==> src/rtl/enigma_pkg.sv <==
// Shared definitions for the Enigma datapath.
// Holds the letter width, alphabet size and largest rotor position, the
// stepper FSM state type, and the default notch positions for the stepper.
package enigma_pkg;

    localparam int LETTER_W = 5;
    localparam int ALPHABET = 26;
    localparam logic [LETTER_W-1:0] POS_MAX = 5'd25;

    localparam int DEFAULT_NOTCH1 = 16;
    localparam int DEFAULT_NOTCH2 = 4;

    typedef enum logic [1:0] {
        IDLE  = 2'd0,
        STEP  = 2'd1,
        ISSUE = 2'd2
    } stepper_state_t;

endpackage

==> src/rtl/rotor_stepper_if.sv <==
// Keypress and rotor-offset bundle between a key source and rotor_stepper.
// Ports:
//   key_valid/key_in          keypress strobe and letter code (1..26)
//   load/load_pos1..3         initial rotor position load
//   ready                     stepper idle and able to take a key
//   key_out/key_out_valid     latched letter and its one-cycle strobe
//   rot1..3                   rotor offsets for the substitution stages
// The master modport is the key source; the slave modport is the stepper.
interface rotor_stepper_if;
    import enigma_pkg::*;

    logic                key_valid;
    logic [LETTER_W-1:0] key_in;
    logic                load;
    logic [LETTER_W-1:0] load_pos1;
    logic [LETTER_W-1:0] load_pos2;
    logic [LETTER_W-1:0] load_pos3;
    logic                ready;
    logic [LETTER_W-1:0] key_out;
    logic                key_out_valid;
    logic [LETTER_W-1:0] rot1;
    logic [LETTER_W-1:0] rot2;
    logic [LETTER_W-1:0] rot3;

    modport master (
        output key_valid, key_in, load, load_pos1, load_pos2, load_pos3,
        input  ready, key_out, key_out_valid, rot1, rot2, rot3
    );

    modport slave (
        input  key_valid, key_in, load, load_pos1, load_pos2, load_pos3,
        output ready, key_out, key_out_valid, rot1, rot2, rot3
    );

endinterface

==> src/rtl/rotor_position.sv <==
// One rotor position counter (0..25).
// Ports:
//   clk, rst   clock and asynchronous active-high reset
//   step_en    advance the position by one, wrapping 25 -> 0
//   load       overwrite the position with load_val (takes priority)
//   load_val   initial position; 26..31 are folded back to 0..5
//   pos        current position
//   at_notch   position equals the NOTCH parameter
module rotor_position
    import enigma_pkg::*;
#(
    parameter int NOTCH = 0
) (
    input  logic                clk,
    input  logic                rst,
    input  logic                step_en,
    input  logic                load,
    input  logic [LETTER_W-1:0] load_val,
    output logic [LETTER_W-1:0] pos,
    output logic                at_notch
);

    logic [LETTER_W-1:0] load_reduced;
    logic [LETTER_W-1:0] pos_next;

    // Out-of-range load values are folded into the alphabet by a single
    // subtraction; a 5-bit value can exceed 25 by at most 6.
    always_comb begin
        load_reduced = load_val;
        if (load_val > POS_MAX) begin
            load_reduced = load_val - LETTER_W'(ALPHABET);
        end
    end

    // Explicit wrap compare keeps the increment a plain 5-bit adder.
    always_comb begin
        pos_next = pos + 5'd1;
        if (pos == POS_MAX) begin
            pos_next = '0;
        end
    end

    // Load beats stepping so a load issued mid-step leaves exactly the
    // loaded position.
    always_ff @(posedge clk or posedge rst) begin
        if (rst) begin
            pos <= '0;
        end else if (load) begin
            pos <= load_reduced;
        end else if (step_en) begin
            pos <= pos_next;
        end
    end

    assign at_notch = (pos == LETTER_W'(NOTCH));

endmodule

==> src/rtl/rotor_stepper.sv <==
// Rotor stepping controller feeding the rotor substitution stages.
// Accepts one keypress at a time, advances the three rotor offsets with
// odometer stepping (including the middle-rotor double step) and then
// presents the key with the post-step offsets.
// Ports:
//   clk, rst   clock and asynchronous active-high reset
//   bus        rotor_stepper_if slave: key in, load, ready, key out, rot1..3
// Parameters:
//   NOTCH1     rotor-1 position that carries rotor 2
//   NOTCH2     rotor-2 position that double-steps rotors 2 and 3
module rotor_stepper
    import enigma_pkg::*;
#(
    parameter int NOTCH1 = DEFAULT_NOTCH1,
    parameter int NOTCH2 = DEFAULT_NOTCH2
) (
    input  logic           clk,
    input  logic           rst,
    rotor_stepper_if.slave bus
);

    stepper_state_t      state;
    stepper_state_t      state_next;
    logic                key_ok;
    logic                accept;
    logic                step;
    logic                notch1;
    logic                notch2;
    logic                unused_notch3;
    logic [LETTER_W-1:0] key_latch;

    // A key is taken only when idle, in range and not colliding with a load.
    assign key_ok = (bus.key_in >= 5'd1) && (bus.key_in <= LETTER_W'(ALPHABET));
    assign accept = bus.key_valid && (state == IDLE) && key_ok && !bus.load;

    // State register.
    always_ff @(posedge clk or posedge rst) begin
        if (rst) begin
            state <= IDLE;
        end else begin
            state <= state_next;
        end
    end

    // Next-state logic; load forces IDLE from any state, aborting a key.
    always_comb begin
        state_next = state;
        step       = 1'b0;
        if (bus.load) begin
            state_next = IDLE;
        end else begin
            case (state)
                IDLE: begin
                    if (accept) begin
                        state_next = STEP;
                    end
                end
                STEP: begin
                    step       = 1'b1;
                    state_next = ISSUE;
                end
                ISSUE: begin
                    state_next = IDLE;
                end
                default: begin
                    state_next = IDLE;
                end
            endcase
        end
    end

    // Key latch captures the letter at acceptance and holds it for ISSUE.
    always_ff @(posedge clk or posedge rst) begin
        if (rst) begin
            key_latch <= '0;
        end else if (accept) begin
            key_latch <= bus.key_in;
        end
    end

    assign bus.ready         = (state == IDLE);
    assign bus.key_out       = key_latch;
    assign bus.key_out_valid = (state == ISSUE);

    // Rotor 1 always steps. Rotor 2 steps on rotor-1 carry or on its own
    // notch (the double step); rotor 3 steps only on rotor-2 notch.
    rotor_position #(.NOTCH(NOTCH1)) u_rotor1 (
        .clk      (clk),
        .rst      (rst),
        .step_en  (step),
        .load     (bus.load),
        .load_val (bus.load_pos1),
        .pos      (bus.rot1),
        .at_notch (notch1)
    );

    rotor_position #(.NOTCH(NOTCH2)) u_rotor2 (
        .clk      (clk),
        .rst      (rst),
        .step_en  (step && (notch1 || notch2)),
        .load     (bus.load),
        .load_val (bus.load_pos2),
        .pos      (bus.rot2),
        .at_notch (notch2)
    );

    // Rotor 3 has no successor to carry into, so its notch output is spare.
    rotor_position #(.NOTCH(0)) u_rotor3 (
        .clk      (clk),
        .rst      (rst),
        .step_en  (step && notch2),
        .load     (bus.load),
        .load_val (bus.load_pos3),
        .pos      (bus.rot3),
        .at_notch (unused_notch3)
    );

endmodule

==> src/flat_wrapper.sv <==
// flat-port wrapper written by rule: the top's interface ports become plain ports
module rotor_stepper_flat import enigma_pkg::*;
#(
    parameter int NOTCH1 = DEFAULT_NOTCH1,
    parameter int NOTCH2 = DEFAULT_NOTCH2
)
  (clk, rst, bus_key_valid, bus_key_in, bus_load, bus_load_pos1, bus_load_pos2, bus_load_pos3, bus_ready, bus_key_out, bus_key_out_valid, bus_rot1, bus_rot2, bus_rot3);
  rotor_stepper_if bus_i ();
  input  logic clk;
  input  logic rst;
  input wire logic [$bits(bus_i.key_valid)-1:0] bus_key_valid;
  input wire logic [$bits(bus_i.key_in)-1:0] bus_key_in;
  input wire logic [$bits(bus_i.load)-1:0] bus_load;
  input wire logic [$bits(bus_i.load_pos1)-1:0] bus_load_pos1;
  input wire logic [$bits(bus_i.load_pos2)-1:0] bus_load_pos2;
  input wire logic [$bits(bus_i.load_pos3)-1:0] bus_load_pos3;
  output wire logic [$bits(bus_i.ready)-1:0] bus_ready;
  output wire logic [$bits(bus_i.key_out)-1:0] bus_key_out;
  output wire logic [$bits(bus_i.key_out_valid)-1:0] bus_key_out_valid;
  output wire logic [$bits(bus_i.rot1)-1:0] bus_rot1;
  output wire logic [$bits(bus_i.rot2)-1:0] bus_rot2;
  output wire logic [$bits(bus_i.rot3)-1:0] bus_rot3;
  assign bus_i.key_valid = bus_key_valid;
  assign bus_i.key_in = bus_key_in;
  assign bus_i.load = bus_load;
  assign bus_i.load_pos1 = bus_load_pos1;
  assign bus_i.load_pos2 = bus_load_pos2;
  assign bus_i.load_pos3 = bus_load_pos3;
  assign bus_ready = bus_i.ready;
  assign bus_key_out = bus_i.key_out;
  assign bus_key_out_valid = bus_i.key_out_valid;
  assign bus_rot1 = bus_i.rot1;
  assign bus_rot2 = bus_i.rot2;
  assign bus_rot3 = bus_i.rot3;
  rotor_stepper #(.NOTCH1(NOTCH1), .NOTCH2(NOTCH2)) u_core (.clk(clk), .rst(rst), .bus(bus_i));
endmodule
==> config.mk <==
export PLATFORM = sky130hd
export DESIGN_NAME = rotor_stepper_flat
export DESIGN_NICKNAME = d
export VERILOG_FILES = /design/src/rtl/enigma_pkg.sv /design/src/rtl/rotor_stepper_if.sv /design/src/rtl/rotor_position.sv /design/src/rtl/rotor_stepper.sv /design/src/flat_wrapper.sv
export SDC_FILE = /design/constraint.sdc
export NUM_CORES = 1
export LEC_CHECK = 0
export CORE_ASPECT_RATIO = 0.9
export CORE_MARGIN = 2
export CORE_UTILIZATION = 48
export DETAILED_ROUTE_END_ITERATION = 7
export PLACE_DENSITY = 0.8
export SLEW_MARGIN = 5
export SYNTH_ARGS = -nofsm -noshare
export SYNTH_HDL_FRONTEND = slang
export SYNTH_SLANG_ARGS = --single-unit
==> constraint.sdc <==
create_clock -name clk -period 2.4 [get_ports clk]
set_clock_uncertainty 0.1 [all_clocks]
set_input_delay 0.48 -clock clk [delete_from_list [all_inputs] [get_ports clk]]
set_output_delay 0.48 -clock clk [all_outputs]
set_load 0.01 [all_outputs]
## Word level (Yosys, flattened, before mapping)

Cells that the tools add are included.

| cells by class | value |
|---|---|
| add/sub/neg operators | 6 |
| magnitude comparators | 5 |
| eq/ne operators | 8 |
| multiplexer cells | 17 |
| reductions and logical operators | 12 |

Operators by type and width:

| operator | number |
|---|---|
| two-way mux 5 bit | 12 |
| == test 5 bit, second input constant | 4 |
| adder 5 x 1 -> 5 bit, second input constant | 3 |
| greater-than comparator 5 bit, second input constant | 3 |
| subtractor 5 bit, second input constant | 3 |
| logical AND 1 bit | 6 |
| nonzero test 2 bit | 3 |
| == test 5 x 3 -> 1 bit, second input constant | 1 |
| greater-or-equal comparator 5 x 1 -> 1 bit, second input constant | 1 |
| less-or-equal comparator 5 bit, second input constant | 1 |
| two-way mux 2 bit | 2 |
| case mux 2 bit (2 select lines) | 1 |
| != test 3 x 2 -> 1 bit, second input constant | 1 |
| == test 2 x 1 -> 1 bit, second input constant | 1 |
| == test 2 bit, second input constant | 1 |
| zero test 2 bit | 1 |
| two-way mux 1 bit | 2 |
| zero test 1 bit | 1 |
| logical OR 1 bit | 1 |

| word-level totals | value |
|---|---|
| register bits | 22 |
| output and inout bits | 22 |
| logic and storage cells | 53 |

## Longest topological paths before layout

| logic depth | value |
|---|---|
| depth in word-level cells | 7 |
| gate-level depth with buffers | 6 |
| depth with buffers taken out | 6 |

## Cells and area by module

From an unflattened synthesis, not the netlist that was laid out.

| unflattened totals | value |
|---|---|
| cells, all modules | 201 |
| area total of the unflattened synthesis | 1798.0 µm² |

Modules (own cells, without submodules):

| module | times used | cells each | area an instance (µm²) | sequential area each (µm²) |
|---|---|---|---|---|
| rotor_position at u_core.u_rotor2 | 1 | 59 | 510.5 | 125.1 |
| rotor_position at u_core.u_rotor3 | 1 | 59 | 509.2 | 125.1 |
| rotor_position at u_core.u_rotor1 | 1 | 55 | 447.9 | 125.1 |
| rotor_stepper | 1 | 28 | 330.3 | 175.2 |

## Worst setup path before layout

No wires, ideal clock.

| timing path | value |
|---|---|
| path type | input-to-reg |
| start point | input bus_key_in[0] |
| end point | register u_core.key_latch[0] (netlist: u_core.bus.key_out[0]) |
| library setup time | 125 ps |
| data arrival time | 1656 ps |
| data required time | 2175 ps |
| path slack | 519 ps |
| stages | 4 |
| cell sequence | or4_1 > o2111ai_2 > a31oi_4 > mux2_4 |

| on the way | value |
|---|---|
| cells in the longest elaborated chain, start to end | 4 |
| elaborated cells between the ends (all ways) | 5 |
| those cells by class | 2 x order compare; 3 x reduce/logical |

RTL lines:

| element | RTL line | RTL |
|---|---|---|
| start, declared | flat_wrapper.sv:12 | `input wire logic [$bits(bus_i.key_in)-1:0] bus_key_in;` |
| greater-or-equal comparator 5 x 1 -> 1 bit / less-or-equal comparator 5 bit (equally long branches) | rotor_stepper.sv:33 | `assign key_ok = (bus.key_in >= 5'd1) && (bus.key_in <= LETTER_W'(ALPHABET));` |
| logical AND 1 bit | rotor_stepper.sv:33 |  |
| logical AND 1 bit (2 in a row) | rotor_stepper.sv:34 | `assign accept = bus.key_valid && (state == IDLE) && key_ok && !bus.load;` |
| end signal, assigned | rotor_stepper.sv:77 | `key_latch <= bus.key_in;` |
| end, declared | rotor_stepper.sv:30 | `logic [LETTER_W-1:0] key_latch;` |

Several ways; a longest one is shown, not always the timed one.
A chain may end at the register's enable or synchronous reset.

## Worst setup path in the final report

| timing path | value |
|---|---|
| start point | input bus_key_in[0] |
| end point | register u_core.key_latch[2] (netlist: u_core.bus.key_out[2]) |

| on the way | value |
|---|---|
| cells in the longest elaborated chain, start to end | 4 |
| elaborated cells between the ends (all ways) | 5 |
| those cells by class | 2 x order compare; 3 x reduce/logical |

RTL lines:

| element | RTL line |
|---|---|
| greater-or-equal comparator 5 x 1 -> 1 bit / less-or-equal comparator 5 bit (equally long branches) | rotor_stepper.sv:33 |
| logical AND 1 bit * | rotor_stepper.sv:33 |
| logical AND 1 bit * (2 in a row) | rotor_stepper.sv:34 |

Mark *: on every way between the ends. The rest lies on a longest branch, timed or not.

==> out/qor_table.md <==
| Step | Result | Reported |
|:---|:---|:---|
| status | Result of the run | complete, no violations |
| logic synthesis | Mapped Cells | 175 |
| finish | Area added between synthesis and finish | 35.7% |
| critical path | Reg2Reg Launch Point | u_core.u_rotor2.pos[0] |
| critical path | Startpoint types | input pin |
| route | Iteration-0 DRC Markers | 117 |
| die | Top-Level Pins | 46 |
| logic synthesis | Synth Cell Area | 1640 sq um |
| critical path | Crit path buf inv count | 1 |
| logic synthesis | Synthesized area per cell | 9.34 sq um |
| die | Vertical extent of the die | 59.4 um |
| clocking | # H-tree levels | 1 |
| critical path | Capturing element type of the critical path | flip-flop |
| flow run | Max capacitance violation total | 0 |
| logic synthesis | Ys Warns | 0 |
| critical path | Max incr delay on CP | 0.55 ns |
| critical path | Worst setup path startpoint | bus_key_in[0] |
| logic synthesis | Net count after synthesis | 213 |
| die | Die boundary width | 65.5 um |
| route | Post-detailed-routing wire length | 3.88 mm |
| critical path | Critical path type | input pin to flip-flop |
| die | Die ar. | 3890 sq um |
| global route | Antenna violations before repair | 0 |
| logic synthesis | Number of distinct library cell variants in the gate-level netlist after synthesis | 51 |
| clocking | Clock tree from TritonCTS | done |
| sta | Unrepaired setup endpoints after global routing | no |
| sta | Fin. max-slew vios | 0 |
| power | Leakage | 0.981 nW |
| sta | Period minus WS final | 2.12 ns |
| sta | Slew Limit Headroom | 52.3% |
| route | Average via count per standard cell | 5.72 |
| critical path | CP required | 2.45 ns |
| logic synthesis | Count of flip-flops with a built-in enable after synthesis | 0 |
| logic synthesis | Share of synthesized area occupied by flip-flops and latches | 33.7% |
| finish | Final layout net count | 263 |
| global route | Maximum number of pins on one net before global-route repair | 29 |
| power | Maximum ir drop on the vdd rail | 0.240 mV |
| die | Effective utilization at floorplan | 49.1% |
| power | Total power | 0.00113 W |
| clocking | Post-cts hold buffer count | 0 |
| clocking | Clock-pin transition on the worst setup and hold timing paths | 0.08 ns |
| placed design | I/O Buffers | 45 |
| power | Power per standard cell area | 511 nW/um^2 |
| critical path | Critical path arrival | 2.18 ns |
| route | Post-route antenna net violation count | 0 |
| critical path | Top cell family by delay on the critical path | simple AND/OR/NAND/NOR gates |
| clocking | TritonCTS Buffers | 3 |
| placed design | Half-perimeter wire length of the detailed placement result | 2.98 mm |
| critical path | CP Cell Sequence | clkdlybuf4s50_1 > or4_1 > o2111ai_2 > a31oi_4 > mux2_4 |
| route | Via count | 1,532 |
| route | First-pass iteration count of the detailed router | 4 |
| die | Core Rows | 20 |
| sta | Transition time at the pin with the least slew margin | 0.714 ns |
| sta | Highest clock rate | 471 MHz |
| sta | Endpoints failing hold | 0 |
| clocking | Gates resized, CTS repair | 0 |
| placed design | Placer's final routability congestion estimate | 0.764 |
| sta | Total Neg Setup Slack | 0 ns |
| sta | Count of endpoints failing setup in the final report | 0 |
| clocking | Clock net sink count | 22 |
| logic synthesis | Synth Flop Type | sky130_fd_sc_hd__dfrtp_1 |
| finish | Share of post-route cells with drive strength above 1 | 10.3% |
| critical path | Worst-path cell with the longest stage delay | sky130_fd_sc_hd__or4_1 |
| route | WL/cell | 14.5 um |
| clocking | Maximum number of buffers from clock root to sink | 2 |
| finish | Utilization of the core after routing | 66.7% |
| hold path | Startpoint of the worst hold path | u_core.bus.key_out[1] |
| logic synthesis | Number of synthesized register bits | 22 |
| clocking | Root buffer cell | sky130_fd_sc_hd__clkbuf_8 |
| global route | Vias in the first global route | 1,456 |
| global route | Total global routing track utilization | 21.1% |
| clocking | Post-CTS setup buffers | 0 |
| global route | Remaining Overflow, GRT | 0 |
| route | Residual DRC count | 0 |
| sta | Period utilisation layout | 88.4% |
| sta | Final worst setup slack | 0.277 ns |
| global route | First-pass GRT wire length | 6.33 mm |
| critical path | Largest fanout on the critical path | 6 |
| finish | Final instance area | 2220 sq um |
| logic synthesis | Async set-reset flop share out of synthesis | 100% |
| die | Core Box Area | 3330 sq um |
| clocking | Clock insertion delay at the later pin of the skew report | 0.26 ns |
| placed design | Placed Area | 2160 sq um |
| finish | Total inserted antenna cells | 0 |
| hold path | Path category of the worst min-delay check | flip-flop to flip-flop |
| placed design | Post-Place Setup Slack | 0.00908 ns |
==> worst paths after layout <==
kind,slack (ns),endpoint,cells after the start
hold / removal,0.42,u_core.bus.key_out[1],1
hold reg to reg,0.42,u_core.bus.key_out[1],1
min in group asynchronous,0.46,u_core.bus.key_out[0],3
max in group asynchronous,1.51,u_core.u_rotor2.pos[4],3
setup / recovery,0.28,u_core.bus.key_out[2],5
setup reg to reg,0.42,u_core.u_rotor2.pos[1],6
==> worst reg2reg max path: stages, from the launching register on <==
cell                        delay (ns)
sky130_fd_sc_hd__dfrtp_1          0.45
sky130_fd_sc_hd__inv_1            0.10
sky130_fd_sc_hd__ha_1             0.17
sky130_fd_sc_hd__nand4bb_1        0.20
sky130_fd_sc_hd__a21oi_2          0.41
sky130_fd_sc_hd__mux2_1           0.36
sky130_fd_sc_hd__mux2i_1          0.12
==> cells in the final DEF, fill, tap and decap left out, types with 2 or more instances in the layout <==
master                            netlist  routed
sky130_fd_sc_hd__a21oi_1               12      12
sky130_fd_sc_hd__a21o_1                 3       3
sky130_fd_sc_hd__nand3_1                4       4
sky130_fd_sc_hd__a21boi_0               2       2
sky130_fd_sc_hd__nor4_1                 2       2
sky130_fd_sc_hd__nor4b_1                2       2
sky130_fd_sc_hd__nand2_1               17      17
sky130_fd_sc_hd__nor2b_1                2       2
sky130_fd_sc_hd__nand4bb_1              2       2
sky130_fd_sc_hd__mux2_4                 3       3
sky130_fd_sc_hd__and3_1                 5       5
sky130_fd_sc_hd__o31ai_1                2       2
sky130_fd_sc_hd__ha_1                  14      14
sky130_fd_sc_hd__dfrtp_1               22      22
sky130_fd_sc_hd__o22a_2                 2       2
sky130_fd_sc_hd__clkbuf_8               0       4
sky130_fd_sc_hd__clkdlybuf4s50_1        0      45
sky130_fd_sc_hd__mux2i_1                5       5
sky130_fd_sc_hd__buf_4                  0       6
sky130_fd_sc_hd__inv_1                 17      17
sky130_fd_sc_hd__o21ai_0                7       7
sky130_fd_sc_hd__a31oi_1                3       3
sky130_fd_sc_hd__a31o_2                 2       2
sky130_fd_sc_hd__nor2_1                 5       5
sky130_fd_sc_hd__nor3_1                 2       2
sky130_fd_sc_hd__and4b_1                2       2
sky130_fd_sc_hd__o211ai_1               2       2
sky130_fd_sc_hd__o311ai_0               3       3
sky130_fd_sc_hd__o22ai_1                3       3
==> metal layers <==
| layer | up-vias | routed length [um] | global-route usage, % |
|---|---|---|---|
| met5 | - | 0 | 0 |
| met4 | 0 | 68 | 8.33 |
| met3 | 7 | 166 | 2.66 |
| met2 | 38 | 1950 | 38.8 |
| met1 | 730 | 1690 | 25.2 |
| li1 | 757 | - | - |
==> power breakdown <==
group	switching (W)	internal, W	total [W]
Sequential	0.0000605	0.000420	0.000481
Combinational	0.000164	0.000222	0.000386
Clock	0.000120	0.000146	0.000266
Total	0.000345	0.000788	0.00113
==> registers in the layout (all words and copies together) (netlist names) <==
signal and count:
u_core.u_rotor3.pos 5, u_core.u_rotor1.pos 5, u_core.state 2, u_core.bus.key_out 5, u_core.u_rotor2.pos 5
==> logic make-up after synthesis <==
kind of cell               after synthesis  share of synthesized area (%)
adders and majority gates               14                           10.7
buffers and inverters                   23                           5.28
xor gates and xnor gates                 2                           1.07
muxes                                    9                           6.50
and+or+nand+nor                         49                           17.1
AOI/OAI and AO/OA                       56                           25.6
DFF                                     22                           33.7
==> synth_stat cells, types with 2 or more instances <==
cell                        count  share of area [%]
sky130_fd_sc_hd__a21boi_0       2               0.92
sky130_fd_sc_hd__a21o_1         3                1.4
sky130_fd_sc_hd__a21oi_1       12                3.7
sky130_fd_sc_hd__a31o_2         2                1.1
sky130_fd_sc_hd__a31oi_1        3                1.1
sky130_fd_sc_hd__and3_1         5                1.9
sky130_fd_sc_hd__and4b_1        2                1.2
sky130_fd_sc_hd__clkbuf_1       6                1.4
sky130_fd_sc_hd__dfrtp_1       22                 34
sky130_fd_sc_hd__ha_1          14                 11
sky130_fd_sc_hd__inv_1         17                3.9
sky130_fd_sc_hd__mux2_4         3                2.8
sky130_fd_sc_hd__mux2i_1        5                3.1
sky130_fd_sc_hd__nand2_1       17                3.9
sky130_fd_sc_hd__nand3_1        4                1.2
sky130_fd_sc_hd__nand4bb_1      2                1.4
sky130_fd_sc_hd__nor2_1         5                1.1
sky130_fd_sc_hd__nor2b_1        2               0.76
sky130_fd_sc_hd__nor3_1         2               0.61
sky130_fd_sc_hd__nor4_1         2               0.76
sky130_fd_sc_hd__nor4b_1        2                1.1
sky130_fd_sc_hd__o211ai_1       2               0.92
sky130_fd_sc_hd__o21ai_0        7                2.1
sky130_fd_sc_hd__o22a_2         2                1.2
sky130_fd_sc_hd__o22ai_1        3                1.1
sky130_fd_sc_hd__o311ai_0       3                1.6
sky130_fd_sc_hd__o31ai_1        2               0.92
==> stage by stage <==
stage                     std cells  hold WS [ns]
final                           268         0.416
after global routing            268         0.429
after CTS                       268         0.421
after detailed placement        264         0.398
after global placement          264         0.378
after floorplan                 175         0.369
==> final cells by class <==
cell class | count | area (sq um)
clock buffers | 4 | 55.1
fillers | 267 | 1110
inverters | 17 | 63.8
multi-input cells | 130 | 998
flip-flops and latches | 22 | 551
well taps | 44 | 55.1
repair buffers | 51 | 495
(Power assumes the default switching activity.)
